## src/rtl/register_bank_if.sv

```systemverilog
// Bus bundle for register_bank: byte/pair/step/flag write controls, read requests and read results.
// The master drives requests and writes; the slave (the register bank) returns read data and flags.
interface register_bank_if #(
   parameter int DATA_WIDTH    = 8,
   parameter int ADDRESS_WIDTH = 3,
   parameter int FLAG_WIDTH    = 4
) ();
   logic                      i_wr_en;
   logic [ADDRESS_WIDTH-1:0]  i_wr_addr;
   logic [DATA_WIDTH-1:0]     i_wr_data;
   logic                      i_pair_wr_en;
   logic [1:0]                i_pair_wr_sel;
   logic [2*DATA_WIDTH-1:0]   i_pair_wr_data;
   logic                      i_step_en;
   logic [1:0]                i_step_sel;
   logic                      i_step_dec;
   logic                      i_flag_wr_en;
   logic [FLAG_WIDTH-1:0]     i_flag_data;
   logic                      i_rd0_en;
   logic                      i_rd1_en;
   logic [ADDRESS_WIDTH-1:0]  i_rd0_addr;
   logic [ADDRESS_WIDTH-1:0]  i_rd1_addr;
   logic                      i_prd_en;
   logic [1:0]                i_prd_sel;
   logic [DATA_WIDTH-1:0]     o_rd0_data;
   logic [DATA_WIDTH-1:0]     o_rd1_data;
   logic                      o_rd0_valid;
   logic                      o_rd1_valid;
   logic [2*DATA_WIDTH-1:0]   o_pair_data;
   logic                      o_pair_valid;
   logic [FLAG_WIDTH-1:0]     o_flags;

   modport master (
      output i_wr_en, i_wr_addr, i_wr_data,
      output i_pair_wr_en, i_pair_wr_sel, i_pair_wr_data,
      output i_step_en, i_step_sel, i_step_dec,
      output i_flag_wr_en, i_flag_data,
      output i_rd0_en, i_rd1_en, i_rd0_addr, i_rd1_addr,
      output i_prd_en, i_prd_sel,
      input  o_rd0_data, o_rd1_data, o_rd0_valid, o_rd1_valid,
      input  o_pair_data, o_pair_valid, o_flags
   );

   modport slave (
      input  i_wr_en, i_wr_addr, i_wr_data,
      input  i_pair_wr_en, i_pair_wr_sel, i_pair_wr_data,
      input  i_step_en, i_step_sel, i_step_dec,
      input  i_flag_wr_en, i_flag_data,
      input  i_rd0_en, i_rd1_en, i_rd0_addr, i_rd1_addr,
      input  i_prd_en, i_prd_sel,
      output o_rd0_data, o_rd1_data, o_rd0_valid, o_rd1_valid,
      output o_pair_data, o_pair_valid, o_flags
   );
endinterface

```

## src/rtl/register_bank.sv

```systemverilog
// GB80-style register file: B C D E H L A plus flag register F, with byte and pair access,
// pair increment/decrement, and registered read ports that see same-cycle updates.
module register_bank #(
   parameter int DATA_WIDTH    = 8,
   parameter int ADDRESS_WIDTH = 3,
   parameter int MEM_CODE      = 6,
   parameter int FLAG_WIDTH    = 4
) (
   input logic             i_clk,
   input logic             i_reset,
   register_bank_if.slave  bus
);
   localparam int W  = DATA_WIDTH;
   localparam int PW = 2 * DATA_WIDTH;

   // Storage index order: B C D E H L A, so pair n occupies indices 2n and 2n+1.
   typedef logic [6:0][W-1:0] regArray_t;

   regArray_t               r_regs;
   logic [FLAG_WIDTH-1:0]   r_flags;
   logic [W-1:0]            r_rd0Data;
   logic [W-1:0]            r_rd1Data;
   logic                    r_rd0Valid;
   logic                    r_rd1Valid;
   logic [PW-1:0]           r_pairData;
   logic                    r_pairValid;

   regArray_t               w_nextRegs;
   logic [FLAG_WIDTH-1:0]   w_nextFlags;
   logic [W-1:0]            w_nextFByte;
   logic [PW-1:0]           w_stepSrc;
   logic [PW-1:0]           w_stepRes;
   logic                    w_stepActive;
   logic [2:0]              w_stepHiIdx;
   logic [2:0]              w_stepLoIdx;
   logic [2:0]              w_pairHiIdx;
   logic [2:0]              w_pairLoIdx;

   function automatic logic [ADDRESS_WIDTH-1:0] codeOf(input int idx);
      return (idx < 6) ? ADDRESS_WIDTH'(idx) : ADDRESS_WIDTH'(7);
   endfunction

   function automatic logic [W-1:0] readByte(input logic [ADDRESS_WIDTH-1:0] code,
                                             input regArray_t regs);
      logic [W-1:0] value;
      value = '0;
      if (code != ADDRESS_WIDTH'(MEM_CODE)) begin
         for (int k = 0; k < 7; k++) begin
            if (code == codeOf(k)) value = regs[k];
         end
      end
      return value;
   endfunction

   function automatic logic [PW-1:0] readPair(input logic [1:0] sel, input regArray_t regs,
                                              input logic [W-1:0] fByte);
      logic [PW-1:0] value;
      case (sel)
         2'd0:    value = {regs[0], regs[1]};
         2'd1:    value = {regs[2], regs[3]};
         2'd2:    value = {regs[4], regs[5]};
         default: value = {regs[6], fByte};
      endcase
      return value;
   endfunction

   // Next-state of every register: byte write, then step, then pair write, each overriding the last.
   always_comb begin
      w_stepHiIdx  = {bus.i_step_sel, 1'b0};
      w_stepLoIdx  = {bus.i_step_sel, 1'b1};
      w_pairHiIdx  = {bus.i_pair_wr_sel, 1'b0};
      w_pairLoIdx  = {bus.i_pair_wr_sel, 1'b1};
      w_stepActive = bus.i_step_en && (bus.i_step_sel != 2'd3);
      w_stepSrc    = readPair(bus.i_step_sel, r_regs, '0);
      w_stepRes    = bus.i_step_dec ? (w_stepSrc - PW'(1)) : (w_stepSrc + PW'(1));

      w_nextRegs = r_regs;
      if (bus.i_wr_en && (bus.i_wr_addr != ADDRESS_WIDTH'(MEM_CODE))) begin
         for (int k = 0; k < 7; k++) begin
            if (bus.i_wr_addr == codeOf(k)) w_nextRegs[k] = bus.i_wr_data;
         end
      end
      if (w_stepActive) begin
         w_nextRegs[w_stepHiIdx] = w_stepRes[PW-1:W];
         w_nextRegs[w_stepLoIdx] = w_stepRes[W-1:0];
      end
      if (bus.i_pair_wr_en) begin
         if (bus.i_pair_wr_sel == 2'd3) begin
            w_nextRegs[6] = bus.i_pair_wr_data[PW-1:W];
         end else begin
            w_nextRegs[w_pairHiIdx] = bus.i_pair_wr_data[PW-1:W];
            w_nextRegs[w_pairLoIdx] = bus.i_pair_wr_data[W-1:0];
         end
      end

      w_nextFlags = r_flags;
      if (bus.i_flag_wr_en) w_nextFlags = bus.i_flag_data;
      if (bus.i_pair_wr_en && (bus.i_pair_wr_sel == 2'd3)) begin
         w_nextFlags = bus.i_pair_wr_data[W-1 -: FLAG_WIDTH];
      end

      w_nextFByte = '0;
      w_nextFByte[W-1 -: FLAG_WIDTH] = w_nextFlags;
   end

   // Read ports sample the post-update values so a same-cycle write is visible immediately.
   always_ff @(posedge i_clk) begin
      if (i_reset) begin
         r_regs      <= '0;
         r_flags     <= '0;
         r_rd0Data   <= '0;
         r_rd1Data   <= '0;
         r_rd0Valid  <= 1'b0;
         r_rd1Valid  <= 1'b0;
         r_pairData  <= '0;
         r_pairValid <= 1'b0;
      end else begin
         r_regs      <= w_nextRegs;
         r_flags     <= w_nextFlags;
         r_rd0Valid  <= bus.i_rd0_en;
         r_rd1Valid  <= bus.i_rd1_en;
         r_pairValid <= bus.i_prd_en;
         if (bus.i_rd0_en) r_rd0Data  <= readByte(bus.i_rd0_addr, w_nextRegs);
         if (bus.i_rd1_en) r_rd1Data  <= readByte(bus.i_rd1_addr, w_nextRegs);
         if (bus.i_prd_en) r_pairData <= readPair(bus.i_prd_sel, w_nextRegs, w_nextFByte);
      end
   end

   assign bus.o_rd0_data   = r_rd0Data;
   assign bus.o_rd1_data   = r_rd1Data;
   assign bus.o_rd0_valid  = r_rd0Valid;
   assign bus.o_rd1_valid  = r_rd1Valid;
   assign bus.o_pair_data  = r_pairData;
   assign bus.o_pair_valid = r_pairValid;
   assign bus.o_flags      = r_flags;
endmodule

```

## src/flat_wrapper.sv

```systemverilog
// flat-port wrapper written by rule: the top's interface ports become plain ports
module register_bank_flat 
#(
   parameter int DATA_WIDTH    = 8,
   parameter int ADDRESS_WIDTH = 3,
   parameter int MEM_CODE      = 6,
   parameter int FLAG_WIDTH    = 4
)
  (i_clk, i_reset, bus_i_wr_en, bus_i_wr_addr, bus_i_wr_data, bus_i_pair_wr_en, bus_i_pair_wr_sel, bus_i_pair_wr_data, bus_i_step_en, bus_i_step_sel, bus_i_step_dec, bus_i_flag_wr_en, bus_i_flag_data, bus_i_rd0_en, bus_i_rd1_en, bus_i_rd0_addr, bus_i_rd1_addr, bus_i_prd_en, bus_i_prd_sel, bus_o_rd0_data, bus_o_rd1_data, bus_o_rd0_valid, bus_o_rd1_valid, bus_o_pair_data, bus_o_pair_valid, bus_o_flags);
  register_bank_if #(.DATA_WIDTH(DATA_WIDTH), .ADDRESS_WIDTH(ADDRESS_WIDTH), .FLAG_WIDTH(FLAG_WIDTH)) bus_i ();
  input logic i_clk;
  input logic i_reset;
  input wire logic [$bits(bus_i.i_wr_en)-1:0] bus_i_wr_en;
  input wire logic [$bits(bus_i.i_wr_addr)-1:0] bus_i_wr_addr;
  input wire logic [$bits(bus_i.i_wr_data)-1:0] bus_i_wr_data;
  input wire logic [$bits(bus_i.i_pair_wr_en)-1:0] bus_i_pair_wr_en;
  input wire logic [$bits(bus_i.i_pair_wr_sel)-1:0] bus_i_pair_wr_sel;
  input wire logic [$bits(bus_i.i_pair_wr_data)-1:0] bus_i_pair_wr_data;
  input wire logic [$bits(bus_i.i_step_en)-1:0] bus_i_step_en;
  input wire logic [$bits(bus_i.i_step_sel)-1:0] bus_i_step_sel;
  input wire logic [$bits(bus_i.i_step_dec)-1:0] bus_i_step_dec;
  input wire logic [$bits(bus_i.i_flag_wr_en)-1:0] bus_i_flag_wr_en;
  input wire logic [$bits(bus_i.i_flag_data)-1:0] bus_i_flag_data;
  input wire logic [$bits(bus_i.i_rd0_en)-1:0] bus_i_rd0_en;
  input wire logic [$bits(bus_i.i_rd1_en)-1:0] bus_i_rd1_en;
  input wire logic [$bits(bus_i.i_rd0_addr)-1:0] bus_i_rd0_addr;
  input wire logic [$bits(bus_i.i_rd1_addr)-1:0] bus_i_rd1_addr;
  input wire logic [$bits(bus_i.i_prd_en)-1:0] bus_i_prd_en;
  input wire logic [$bits(bus_i.i_prd_sel)-1:0] bus_i_prd_sel;
  output wire logic [$bits(bus_i.o_rd0_data)-1:0] bus_o_rd0_data;
  output wire logic [$bits(bus_i.o_rd1_data)-1:0] bus_o_rd1_data;
  output wire logic [$bits(bus_i.o_rd0_valid)-1:0] bus_o_rd0_valid;
  output wire logic [$bits(bus_i.o_rd1_valid)-1:0] bus_o_rd1_valid;
  output wire logic [$bits(bus_i.o_pair_data)-1:0] bus_o_pair_data;
  output wire logic [$bits(bus_i.o_pair_valid)-1:0] bus_o_pair_valid;
  output wire logic [$bits(bus_i.o_flags)-1:0] bus_o_flags;
  assign bus_i.i_wr_en = bus_i_wr_en;
  assign bus_i.i_wr_addr = bus_i_wr_addr;
  assign bus_i.i_wr_data = bus_i_wr_data;
  assign bus_i.i_pair_wr_en = bus_i_pair_wr_en;
  assign bus_i.i_pair_wr_sel = bus_i_pair_wr_sel;
  assign bus_i.i_pair_wr_data = bus_i_pair_wr_data;
  assign bus_i.i_step_en = bus_i_step_en;
  assign bus_i.i_step_sel = bus_i_step_sel;
  assign bus_i.i_step_dec = bus_i_step_dec;
  assign bus_i.i_flag_wr_en = bus_i_flag_wr_en;
  assign bus_i.i_flag_data = bus_i_flag_data;
  assign bus_i.i_rd0_en = bus_i_rd0_en;
  assign bus_i.i_rd1_en = bus_i_rd1_en;
  assign bus_i.i_rd0_addr = bus_i_rd0_addr;
  assign bus_i.i_rd1_addr = bus_i_rd1_addr;
  assign bus_i.i_prd_en = bus_i_prd_en;
  assign bus_i.i_prd_sel = bus_i_prd_sel;
  assign bus_o_rd0_data = bus_i.o_rd0_data;
  assign bus_o_rd1_data = bus_i.o_rd1_data;
  assign bus_o_rd0_valid = bus_i.o_rd0_valid;
  assign bus_o_rd1_valid = bus_i.o_rd1_valid;
  assign bus_o_pair_data = bus_i.o_pair_data;
  assign bus_o_pair_valid = bus_i.o_pair_valid;
  assign bus_o_flags = bus_i.o_flags;
  register_bank #(.DATA_WIDTH(DATA_WIDTH), .ADDRESS_WIDTH(ADDRESS_WIDTH), .MEM_CODE(MEM_CODE), .FLAG_WIDTH(FLAG_WIDTH)) u_core (.i_clk(i_clk), .i_reset(i_reset), .bus(bus_i));
endmodule
```

## config.mk

```make
export PLATFORM = sky130hd
export DESIGN_NAME = register_bank_flat
export DESIGN_NICKNAME = d
export VERILOG_FILES = /design/src/rtl/register_bank_if.sv /design/src/rtl/register_bank.sv /design/src/flat_wrapper.sv
export SDC_FILE = /design/constraint.sdc
export NUM_CORES = 1
export LEC_CHECK = 0
export ABC_AREA = 1
export ABC_CLOCK_PERIOD_IN_PS = 3080
export CAP_MARGIN = 20
export CORE_MARGIN = 2
export CORE_UTILIZATION = 44
export CTS_CLUSTER_SIZE = 12
export DETAILED_ROUTE_END_ITERATION = 10
export DONT_BUFFER_PORTS = 1
export PLACE_DENSITY = 0.72
export RECOVER_POWER = 100
export REMOVE_ABC_BUFFERS = 1
export SLEW_MARGIN = 20
export SYNTH_ARGS = -nofsm -noshare
export SYNTH_HDL_FRONTEND = slang
export SYNTH_SLANG_ARGS = --single-unit
```

## constraint.sdc

```tcl
create_clock -name i_clk -period 3.08 [get_ports i_clk]
set_input_delay 0.616 -clock i_clk [delete_from_list [all_inputs] [get_ports i_clk]]
set_output_delay 0.616 -clock i_clk [all_outputs]
set_load 0.05 [all_outputs]
```

# After elaboration in Yosys (flattened, before gate mapping)
# Index checks and enable logic that the tools add are counted.
# totals
out_inout_bits	39
word_cells	108
reg_bits	95
# classes
addsub	2
n_mux	45
n_reduce_logical	12
order_cmp	8
eq_ne	27
# ops
cell	n
56-bit bitwise mux	4
8-bit two-way mux	28
56-bit two-way mux	3
16-bit case mux with 3 select lines	2
8-bit demux with 2-bit select	4
48-bit two-way mux	1
3-bit equality test (second input constant)	9
3-bit by 2-bit equality test with 1-bit output (second input constant)	6
16-bit by 1-bit adder with 16-bit output (second input constant)	1
3-bit by 4-bit < comparator with 1-bit output (second input constant)	4
16-bit two-way mux	1
16-bit by 1-bit subtractor with 16-bit output (second input constant)	1
3-bit by 1-bit greater-or-equal comparator with 1-bit output (second input constant)	4
3-bit by 1-bit equality test with 1-bit output (second input constant)	3
3-bit logical NOT	3
3-bit inequality test (second input constant)	3
4-bit two-way mux	2
1-bit logical AND	7
2-bit equality test (second input constant)	3
2-bit by 1-bit equality test with 1-bit output (second input constant)	2
2-bit logical NOT	2
2-bit inequality test (second input constant)	1

# Logic depth before layout (Yosys ltp)
# Gate-level depths: netlist of run 1.
# logic_depth
depth_word	19
ltp_mapped	25

# Least setup slack after synthesis of run 1
# Ideal clock, no wire load.
# synth_path
path_kind	input port to flip-flop
start	input bus_i_step_sel[0]
end	register u_core.r_rd1Data[5], in the netlist u_core.bus.o_rd1_data[5]
path_buffers	2
slack_ps	31
t_arrival_ps	2917
path_stages	24
setup_ps	132
path_cell_list	buf_4 > nor2_1 > clkbuf_1 > a22oi_1 > nand2_1 > o21ai_0 > inv_1 > ha_1 > nand2_1 > inv_1 > a21oi_1 > nor2_1 > nor2_1 > nand2_1 > nand2_1 > nand3_1 > nand2_1 > nand2_1 > a21oi_1 > nand2_1 > nand2_1 > nand3_1 > nand2_1 > a21oi_1
# synth_via
elab_chain_cells	19
word_cells_on_any_way	35
cone_classes	2 x add/sub; 4 x order compare; 3 x eq/ne; 22 x mux; 4 x reduce/logical
# synth_rtl
item	line_no	rtl
from (decl)	flat_wrapper.sv:20	input wire logic [$bits(bus_i.i_step_sel)-1:0] bus_i_step_sel;
2-bit equality test (tied with other cells)	register_bank.sv:58	case (sel)
16-bit case mux with 3 select lines or 1-bit logical AND (tied branches)	register_bank.sv:58, register_bank.sv:84	
16-bit by 1-bit adder with 16-bit output (tied with other cells)	register_bank.sv:75	w_stepRes = bus.i_step_dec ? (w_stepSrc - PW'(1)) : (w_stepSrc + PW'(1));
16-bit two-way mux or 8-bit demux with 2-bit select (tied branches)	-	
56-bit bitwise mux	register_bank.sv:84	w_nextRegs[w_stepHiIdx] = w_stepRes[PW-1:W];
56-bit bitwise mux	register_bank.sv:85	w_nextRegs[w_stepLoIdx] = w_stepRes[W-1:0];
56-bit two-way mux *	register_bank.sv:83	if (w_stepActive) begin
56-bit bitwise mux	register_bank.sv:91	w_nextRegs[w_pairHiIdx] = bus.i_pair_wr_data[PW-1:W];
56-bit bitwise mux	register_bank.sv:92	w_nextRegs[w_pairLoIdx] = bus.i_pair_wr_data[W-1:0];
48-bit two-way mux	register_bank.sv:88	if (bus.i_pair_wr_sel == 2'd3) begin
56-bit two-way mux *	register_bank.sv:87	if (bus.i_pair_wr_en) begin
8-bit two-way mux (6 in series)	register_bank.sv:49	if (code == codeOf(k)) value = regs[k];
8-bit two-way mux *	register_bank.sv:49	
8-bit two-way mux *	register_bank.sv:47	if (code != ADDRESS_WIDTH'(MEM_CODE)) begin
to (signal assigned)	register_bank.sv:124	if (bus.i_rd1_en) r_rd1Data <= readByte(bus.i_rd1_addr, w_nextRegs);
to (decl)	register_bank.sv:22	logic [W-1:0] r_rd1Data;
# Every way passes the cells marked *; elsewhere a longest branch is shown, timed or not.
# A chain may end at the register's enable or synchronous reset.

# Worst setup path in the final report of run 1
# layout_path
start	input bus_i_step_sel[0]
end	register u_core.r_rd0Data[7], in the netlist u_core.bus.o_rd0_data[7]
# layout_via
elab_chain_cells	19
word_cells_on_any_way	35
cone_classes	2 x add/sub; 4 x order compare; 3 x eq/ne; 22 x mux; 4 x reduce/logical
# layout_rtl
item	line_no	rtl
2-bit equality test (tied with other cells)	register_bank.sv:58	
16-bit case mux with 3 select lines or 1-bit logical AND (tied branches)	register_bank.sv:58, register_bank.sv:84	
16-bit by 1-bit adder with 16-bit output (tied with other cells)	register_bank.sv:75	
16-bit two-way mux or 8-bit demux with 2-bit select (tied branches)	-	
56-bit bitwise mux	register_bank.sv:84	
56-bit bitwise mux	register_bank.sv:85	
56-bit two-way mux *	register_bank.sv:83	
56-bit bitwise mux	register_bank.sv:91	
56-bit bitwise mux	register_bank.sv:92	
48-bit two-way mux	register_bank.sv:88	
56-bit two-way mux *	register_bank.sv:87	
8-bit two-way mux (6 in series)	register_bank.sv:49	
8-bit two-way mux *	register_bank.sv:49	
8-bit two-way mux *	register_bank.sv:47	
to (signal assigned)	register_bank.sv:123	if (bus.i_rd0_en) r_rd0Data <= readByte(bus.i_rd0_addr, w_nextRegs);
to (decl)	register_bank.sv:21	logic [W-1:0] r_rd0Data;
# Marks and branches as above.

==> results.txt, run 1 <==
The flow ran to the end, and the final reports show no timing, DRC or antenna violations. The total power divided by cell area is 442.4 mW/mm2, and the via count of the first global-routing pass is 7788. The deepest clock path buffer count is 2. The leakage power summed over all cells was 0.003867 uW; the detailed-routing iteration count for the pre-antenna-repair pass was 6. The number of rows in the core area came out at 47. TritonCTS built the clock tree. Maximum vdd drop: 0.3107 mV.

Most frequent cell on the critical path: sky130_fd_sc_hd__nand2_1. The startpoint identified for the worst register-to-register timing path is u_core.r_regs[35]. The number of buffers and inverters on the critical path is 2. Antenna diode instance count: 0. Launching element type of the critical path: an input pin. The detailed router finished its first iteration with 965 violations. The tool flagged a number of max-cap violations equal to 0. The logs give 0.3269 ns for the worst hold margin and 0 for the total congestion overflow.

In this run, synthesis produced a sequential element count of 95. The logs give 46 for the unique cell type count in the Yosys netlist and 0.30 ns for the register-to-register path setup slack. After legalization and detailed placement, the total HPWL measured 21280 um.

The average wire length per cell after detail routing works out to 18.36 um. The largest total area in the synthesized netlist belongs to sky130_fd_sc_hd__dfxtp_1. The mean post-synth cell area was 5.825 um2.

The global-route wire length before repair was 42940 um; the pin count of the biggest net entering global routing was 96. For the final routed database, the setup TNS stands at 0 ns. The clock transition at the registers of the reported paths works out to 0.07 ns. The antenna violation net count after detailed routing came out at 0. Counting tap cells, the placed design contains a total of 1506 instances. The die covers 0.01759 mm2. The critical path is of the input pin to flop type.

The run gives 3674 uW as the post-layout total power. In this run the power spent charging and discharging nets is 1371 uW. For the via count of the routed design, the log shows 8594.

The post-layout worst setup margin was 0.1792 ns. The clock arrives with 0.01119 ns of skew. The hold violation count in the final report was 0; the power share of the sequential group was 0.406. The tools report the startpoint of the worst setup timing path as bus_i_step_sel[0]. The run gives 0 as the yosys synthesis warning count.

The critical path ends at u_core.bus.o_rd0_data[7]. Setup repair after global routing could not meet its margin everywhere. Maximum fanout along the worst path: 18. The endpoint identified for the worst register-to-register timing path is u_core.bus.o_rd0_data[4]. In this design, the stage delay of the slowest critical-path cell is 0.26 ns.

At the placement stage, the worst setup path has a slack of -0.07650 ns. The initial antenna violation count is 0, and the top-level I/O count is 92. The overall die height is 132.6 um, and the required time reported for the critical path endpoint is 3.32 ns. At the pin with the least slew margin, the transition time is 0.9034 ns. The tools report the final cell count without fillers as 1522.

The tools report the combinational fraction of design power as 0.307. The final weighted congestion in routability-driven placement was 1.023. Family with the most delay on the worst path: compound AO/OA/AOI/OAI gates. In this run the cell area of the synthesized design comes to 0.007281 mm2. The post-detailed-routing wire length is 27940 um, and the final number of setup-violating endpoints is 0. In the final layout, the multi-input gates occupy 0.004646 mm2. The via count normalized by instance count is 5.647. Counting the fill cells in the layout gives 1759. Timing would allow up to 344.7 MHz. The final critical-path share of the clock period is 0.9418, and the fraction of layout cells with a size suffix above 1 is 0.1083. The logs give 0 for the post-CTS setup buffer count and 0.35 ns for the clock latency of the later-clocked register in the worst-skew pair. For the number of max-slew violations in the final report, the log shows 0. Number of gates on the worst path with buffers counted: 18. Synthesis produced a netlist whose cell count is 1250. The run gives 95 as the number of sinks on the clock net.

The critical path goes through nor2_1 > buf_4 > nand2_1 > nand3_1 > ha_1 > clkbuf_1 > a21oi_1 > nand2_4 > nand2_4 > nand2_1 > nand2_1 > nand2_1 > o221ai_1 > o21ai_1 > a21oi_1 > nand3_1 > nand2_1 > a21oi_1. In the routed design, unresolved DRC markers number 0. For the share of total power in the clock network, the log shows 0.287.

The run gives 0.001902 mm2 as the storage element area. In this run, CTS created clock tree buffers numbering 9. For the H-tree depth, the log shows 3. Compared with the post-synthesis result, the final layout area differs by 14.04%. The largest individual stage delay along the critical path comes from the cell sky130_fd_sc_hd__o21ai_1. The core region is 0.01635 mm2. The worst setup path is captured at a flop. Internal power comes to 2303 uW. The proportion of total power due to net switching came out at 0.3732.

Class of the most critical hold timing path: input pin to flop. In this run the clock root is driven by a sky130_fd_sc_hd__clkbuf_16. For the effective utilization at floorplan, the log shows 0.4454. The clock period could shrink to 2.901 ns. The number of cells on the worst reg-to-reg path is 20, and the combined global-route utilization of all metal layers is 0.3125.

The share of the synthesized area in the top cell type works out to 0.2612. In this run the tool buffered the top-level ports with 0 buffer cells. The logs give 0.2612 for the proportion of synthesized chip area in sequential cells and 0.3914 for the relative slew slack.

STA puts the critical path data arrival time at 3.14 ns. The floorplan step set the die width to 132.6 um. In the final design database the tool counted 1365 nets. By area the synthesized netlist is led by sky130_fd_sc_hd__dfxtp_1, sky130_fd_sc_hd__nand2_1, sky130_fd_sc_hd__a21oi_1.
## synth_stat cells, drive strengths merged
master,number
a21o,1
nand3b,2
mux2,4
o311ai,2
o221ai,3
xnor2,2
nand2,413
a32oi,1
o2111ai,11
inv,151
o22ai,1
clkbuf,34
clkinv,5
or2,2
o211ai,25
fa,1
ha,14
a31oi,3
and2,1
xor2,3
buf,16
a22oi,3
nor2,97
o21a,2
o31ai,2
o21bai,7
a31o,1
nand3,74
nand4,4
nor3,21
dfxtp,95
o21ai,119
a21oi,130
## cell usage in the layout, fill, tap and decap left out, types with 4 or more instances in the layout
master	count
sky130_fd_sc_hd__inv_1	143
sky130_fd_sc_hd__o21bai_1	7
sky130_fd_sc_hd__nor2_1	89
sky130_fd_sc_hd__mux2_2	4
sky130_fd_sc_hd__o21ai_1	19
sky130_fd_sc_hd__clkinv_1	5
sky130_fd_sc_hd__clkbuf_16	9
sky130_fd_sc_hd__nand2_1	403
sky130_fd_sc_hd__nor2_2	4
sky130_fd_sc_hd__nand2_4	4
sky130_fd_sc_hd__nand4_1	4
sky130_fd_sc_hd__a21oi_1	127
sky130_fd_sc_hd__o21ai_0	96
sky130_fd_sc_hd__nand3_1	71
sky130_fd_sc_hd__o211ai_1	25
sky130_fd_sc_hd__nor2_4	4
sky130_fd_sc_hd__inv_2	7
sky130_fd_sc_hd__buf_4	80
sky130_fd_sc_hd__nor3_1	19
sky130_fd_sc_hd__nand2_2	6
sky130_fd_sc_hd__dfxtp_1	95
sky130_fd_sc_hd__o2111ai_1	11
sky130_fd_sc_hd__clkbuf_1	9
sky130_fd_sc_hd__ha_1	10
## worst min path at each step
stage	startpoint	endpoint	slack, ns	cells past startpoint
floorplan	u_core.r_regs[35]	u_core.r_regs[35]	0.58	4
global placement	u_core.r_regs[35]	u_core.r_regs[35]	0.62	4
detailed placement	u_core.r_regs[35]	u_core.r_regs[35]	0.63	4
CTS	i_reset	u_core.bus.o_pair_data[15]	0.33	1
global route	i_reset	u_core.bus.o_pair_data[15]	0.32	1
finish	i_reset	u_core.bus.o_pair_data[11]	0.33	1
## per-stage QoR
stage               cell area [um2]    util
floorplan                      7064       -
global placement               7985  0.4884
detailed placement             7985  0.4884
CTS                            8254  0.5049
global route                   8303  0.5079
finish                         8303  0.5079
## worst register-to-register path, cell delays in order (launching register included)
cell and delay (ns):
sky130_fd_sc_hd__dfxtp_1 0.32, sky130_fd_sc_hd__o21ai_0 0.16, sky130_fd_sc_hd__o211ai_1 0.11, sky130_fd_sc_hd__o21ai_0 0.11, sky130_fd_sc_hd__inv_1 0.08, sky130_fd_sc_hd__ha_2 0.38, sky130_fd_sc_hd__nand2_1 0.13, sky130_fd_sc_hd__nor2_2 0.16
sky130_fd_sc_hd__nand3b_1 0.16, sky130_fd_sc_hd__nand3_1 0.10, sky130_fd_sc_hd__nand2_1 0.09, sky130_fd_sc_hd__nand3_1 0.09, sky130_fd_sc_hd__inv_1 0.05, sky130_fd_sc_hd__o21ai_1 0.17, sky130_fd_sc_hd__buf_4 0.17, sky130_fd_sc_hd__nand2_1 0.06
sky130_fd_sc_hd__nand3_1 0.08, sky130_fd_sc_hd__nand2_1 0.05, sky130_fd_sc_hd__nand3_1 0.06, sky130_fd_sc_hd__nand2_1 0.06, sky130_fd_sc_hd__a21oi_1 0.12
## power by group through the flow
stage	logic (uW)	registers [uW]	clock network [uW]
after global routing	1240	1500	1120
after detailed placement	1080	1520	0
final	1130	1490	1050
after CTS	1090	1490	1070
after global placement	1070	1520	0
after floorplan	676	1490	0
## what timing repair did
item	CTS	global route
endpoints found under the setup margin	0	16
gates resized for setup	0	18
hold buffers	0	0
## flip-flops by register name, summed over array words and instances (netlist names)
register,count
u_core.r_regs,56
u_core.bus.o_pair_data,16
u_core.bus.o_rd0_data,8
u_core.bus.o_rd1_data,8
u_core.bus.o_flags,4
u_core.bus.o_pair_valid,1
u_core.bus.o_rd0_valid,1
u_core.bus.o_rd1_valid,1
## area by class of cell
class                   count  area share
multi-input cells         949      0.5595
flip-flops and latches     95      0.2291
repair buffers             86     0.07505
inverters                 156     0.07083
well taps                 220     0.03315
clock buffers              13     0.03014
clock inverters             3    0.002260
## kinds of logic (layout without fill, tap and decap cells)
family | after synthesis | after routing | share of synthesized area
simple gates | 614 | 614 | 0.3497
flops | 95 | 95 | 0.2612
mux | 4 | 4 | 0.006186
compound gates | 311 | 311 | 0.2396
buf+inv | 206 | 258 | 0.1105
xor+xnor | 5 | 5 | 0.006016
fa+ha+maj | 15 | 15 | 0.02681
## routing by layer
metal	GRT usage	vias up	share of wire
met3	0.07395	77	0.12
met2	0.4738	539	0.43
met5	0	-	0
met1	0.4189	3798	0.41
li1	-	4180	-
met4	0.1476	0	0.047
(Power assumes the default switching activity.)
==> run 2: changes to the inputs <==
- ABC_CLOCK_PERIOD_IN_PS: 3080 -> 2800
- PLACE_DENSITY: 0.72 -> 0.7
- clock period: 3.08 -> 2.8 ns (I/O delays scaled with it)
==> results.txt, run 2 (synthesized netlist as in run 1, its figures left out) <==
The number of nets at the end of the flow is 1390, and the via count of the routed design is 8818. Across all setup checks in the final design, the least slack found is 0.1184 ns. 92 I/O pins were placed.

The die covers 0.01759 mm2. In the layout the commonest cells are sky130_fd_sc_hd__nand2_1, sky130_fd_sc_hd__inv_1, sky130_fd_sc_hd__a21oi_1, sky130_fd_sc_hd__buf_4, sky130_fd_sc_hd__dfxtp_1. Across the run, the number of max-cap violations was 0.

The delay of the slowest cell on the worst path was 0.34 ns; the cell area reported after detailed placement was 0.008155 mm2. At the pin with the least slew margin, the transition time is 0.8378 ns. At the worst endpoint, the arrival time is 2.92 ns. The clock passes through at most 2 buffers. Worst-case clock skew: 0.01503 ns.

The end point of the most critical hold path is u_core.bus.o_pair_data[11]. Standard cell with the maximum stage delay on the critical path: sky130_fd_sc_hd__dfxtp_2. The repair_antennas step left the layout with diodes totalling 0. The register with the most flip-flops in the layout has 56 of them.

Leaving out fill and tap cells, the most frequent cell in the layout is sky130_fd_sc_hd__nand2_1. The shortest clock period the worst path allows after layout is 2.682 ns, and the number of hold-repair buffers added at the cts stage is 0. Setup violations remaining at the end of the flow were counted as 0. The buffer type at the clock tree root was sky130_fd_sc_hd__clkbuf_16. Effective utilization at floorplan: 0.4454.

The class of the most critical hold timing path is input pin to flop. TritonCTS built the clock tree. The via count normalized by instance count was 5.700; the global-route wire length before repair was 43180 um. Across all register-to-register paths, the minimum setup slack is 0.12 ns. The endpoint class of the critical path was a flop. TritonCTS created 9 clock buffers. After detailed routing, the number of remaining DRC violations is 0. IR analysis of the VDD net gives a maximum drop of 0.3508 mV.

The relative slew slack is 0.4356. The number of rows in the core area was 47. The fraction of layout cells with a size suffix above 1 is 0.1846, and the detailed-routing iteration count for the pre-antenna-repair pass is 8. Ranked by flip-flop count, first place goes to u_core.r_regs.

The area growth from synthesis to layout is 22.41%. Entering global routing, the biggest net connects 96 pins. The total overflow left after global routing is 0. At the placement stage, the worst setup path has a slack of -0.3378 ns.

The total power divided by cell area was 507.8 mW/mm2; the fill cell total of the finished layout was 1697. The start point of the worst hold path is i_reset. Buffers placed on the I/O ports in this run total 0. The initial antenna violation count came out at 0. The floorplan step set the die height to 132.6 um. The core footprint came out at 0.01635 mm2. The worst register-to-register path begins at u_core.r_regs[16]. The final weighted congestion in routability-driven placement was 0.9908; the final critical-path share of the clock period was 0.9577. Combined global-route utilization of all metal layers: 0.3166.

Static timing analysis puts the maximum clock frequency at 372.9 MHz. The family with the most delay on the worst path was simple AND/OR/NAND/NOR gates. The number of instances on the worst hold path came out at 1. The number of sinks on the clock net was 95; the average wire length per cell after detail routing was 18.83 um. Clock latency on the worst-skew pair, taken at its later pin, is 0.35 ns. The tools report the number of max-slew violations in the final report as 0. The leakage power summed over all cells came out at 0.004121 uW.

The reg-to-reg critical path endpoint was u_core.bus.o_rd1_data[7]. The H-tree generated during clock tree synthesis spans 3 levels. The tools report the post-detailed-routing wire length as 29130 um. The final design area excluding fillers is 0.008912 mm2. The flow ran to the end, and the final reports show no timing, DRC or antenna violations. Of all nets on the critical path, the largest fanout is 4. The detailed router finished its first iteration with 967 violations. The hold violation count in the final report was 0; the antenna violation net count after detailed routing was 0.

The signal on the critical path passes through a22oi_2 > nand2_1 > o21ai_0 > inv_1 > ha_4 > nand2_1 > nand2_1 > nand2_2 > nand2_2 > a21oi_2 > o21a_1 > nand2_2 > nand2_4 > nand3_2 > nand2_2 > nand2_4 > a21oi_2 > nand2_1 > nand2_1 > nand3_2 > nand2_1 > a21oi_1. The HPWL after detailed placement is 21850 um. Clock-pin slew was measured on the worst setup and hold paths at 0.07 ns.

Setup repair after global routing could not meet its margin everywhere. The worst setup path is launched from a flop. The class of the most critical setup path is flop to flop.

Via count of the first global-routing pass: 7788. The number of cells on the worst reg-to-reg path is 22. The number of buffer and inverter instances along the worst setup path is 1, and the required time reported for the critical path endpoint is 3.04 ns. The most frequent cell on the critical path is sky130_fd_sc_hd__nand2_1. The x dimension of the die is 132.6 um.
run 2: worst max-delay path by stage:
| stage | slack [ns] | startpoint | to | depth (start not counted) |
|---|---|---|---|---|
| final | 0.12 | u_core.r_regs[16] | u_core.bus.o_rd1_data[7] | 22 |
| after global routing | -0.16 | u_core.r_regs[34] | u_core.bus.o_rd1_data[7] | 23 |
| after CTS | 0.002 | u_core.r_regs[24] | u_core.bus.o_rd1_data[0] | 19 |
| after detailed placement | -0.34 | bus_i_step_sel[0] | u_core.bus.o_rd1_data[0] | 21 |
| after global placement | -0.31 | bus_i_step_sel[0] | u_core.bus.o_rd0_data[0] | 22 |
| after floorplan | -0.06 | bus_i_step_sel[0] | u_core.bus.o_rd0_data[5] | 22 |
run 2: per-layer routing:
metal	track usage	wire, um
met1	0.4303	11970
met2	0.4940	12780
met3	0.05019	2848
met4	0.1446	1526
met5	0	0
run 2: timing repair:
| item | CTS | global route |
|---|---|---|
| buffers inserted | 0 | 4 |
| endpoints found under the hold margin | 0 | 0 |
| pin swaps | 1 | 35 |
| resized for setup | 2 | 102 |
| endpoints found under the setup margin | 1 | 28 |
run 2: cell type report:
class,count,area (um2),area share
clock inverters,6,115.1,0.01292
inverters,156,588.1,0.06598
repair buffers,111,845.8,0.09490
multi-input cells,949,4943,0.5547
clock buffers,10,239.0,0.02681
flip-flops and latches,95,1906,0.2138
well taps,220,275.3,0.03089
run 2: stage by stage:
stage               cells  power (uW)  TNS [ns]    util  hold WS, ns
floorplan            1200        2385   -0.2823       -       0.5802
global placement     1527        2902    -5.639  0.4989       0.6325
detailed placement   1527        2911    -6.381  0.4989       0.6278
CTS                  1543        4366         0  0.5210       0.2729
global route         1547        4699   -0.7122  0.5452       0.2562
finish               1547        4525         0  0.5452       0.2756
run 2: power breakdown:
group	internal [uW]	switching, uW	total, uW
Clock	903	571	1470
Combinational	542	865	1410
Sequential	1450	195	1640
Total	2890	1630	4530
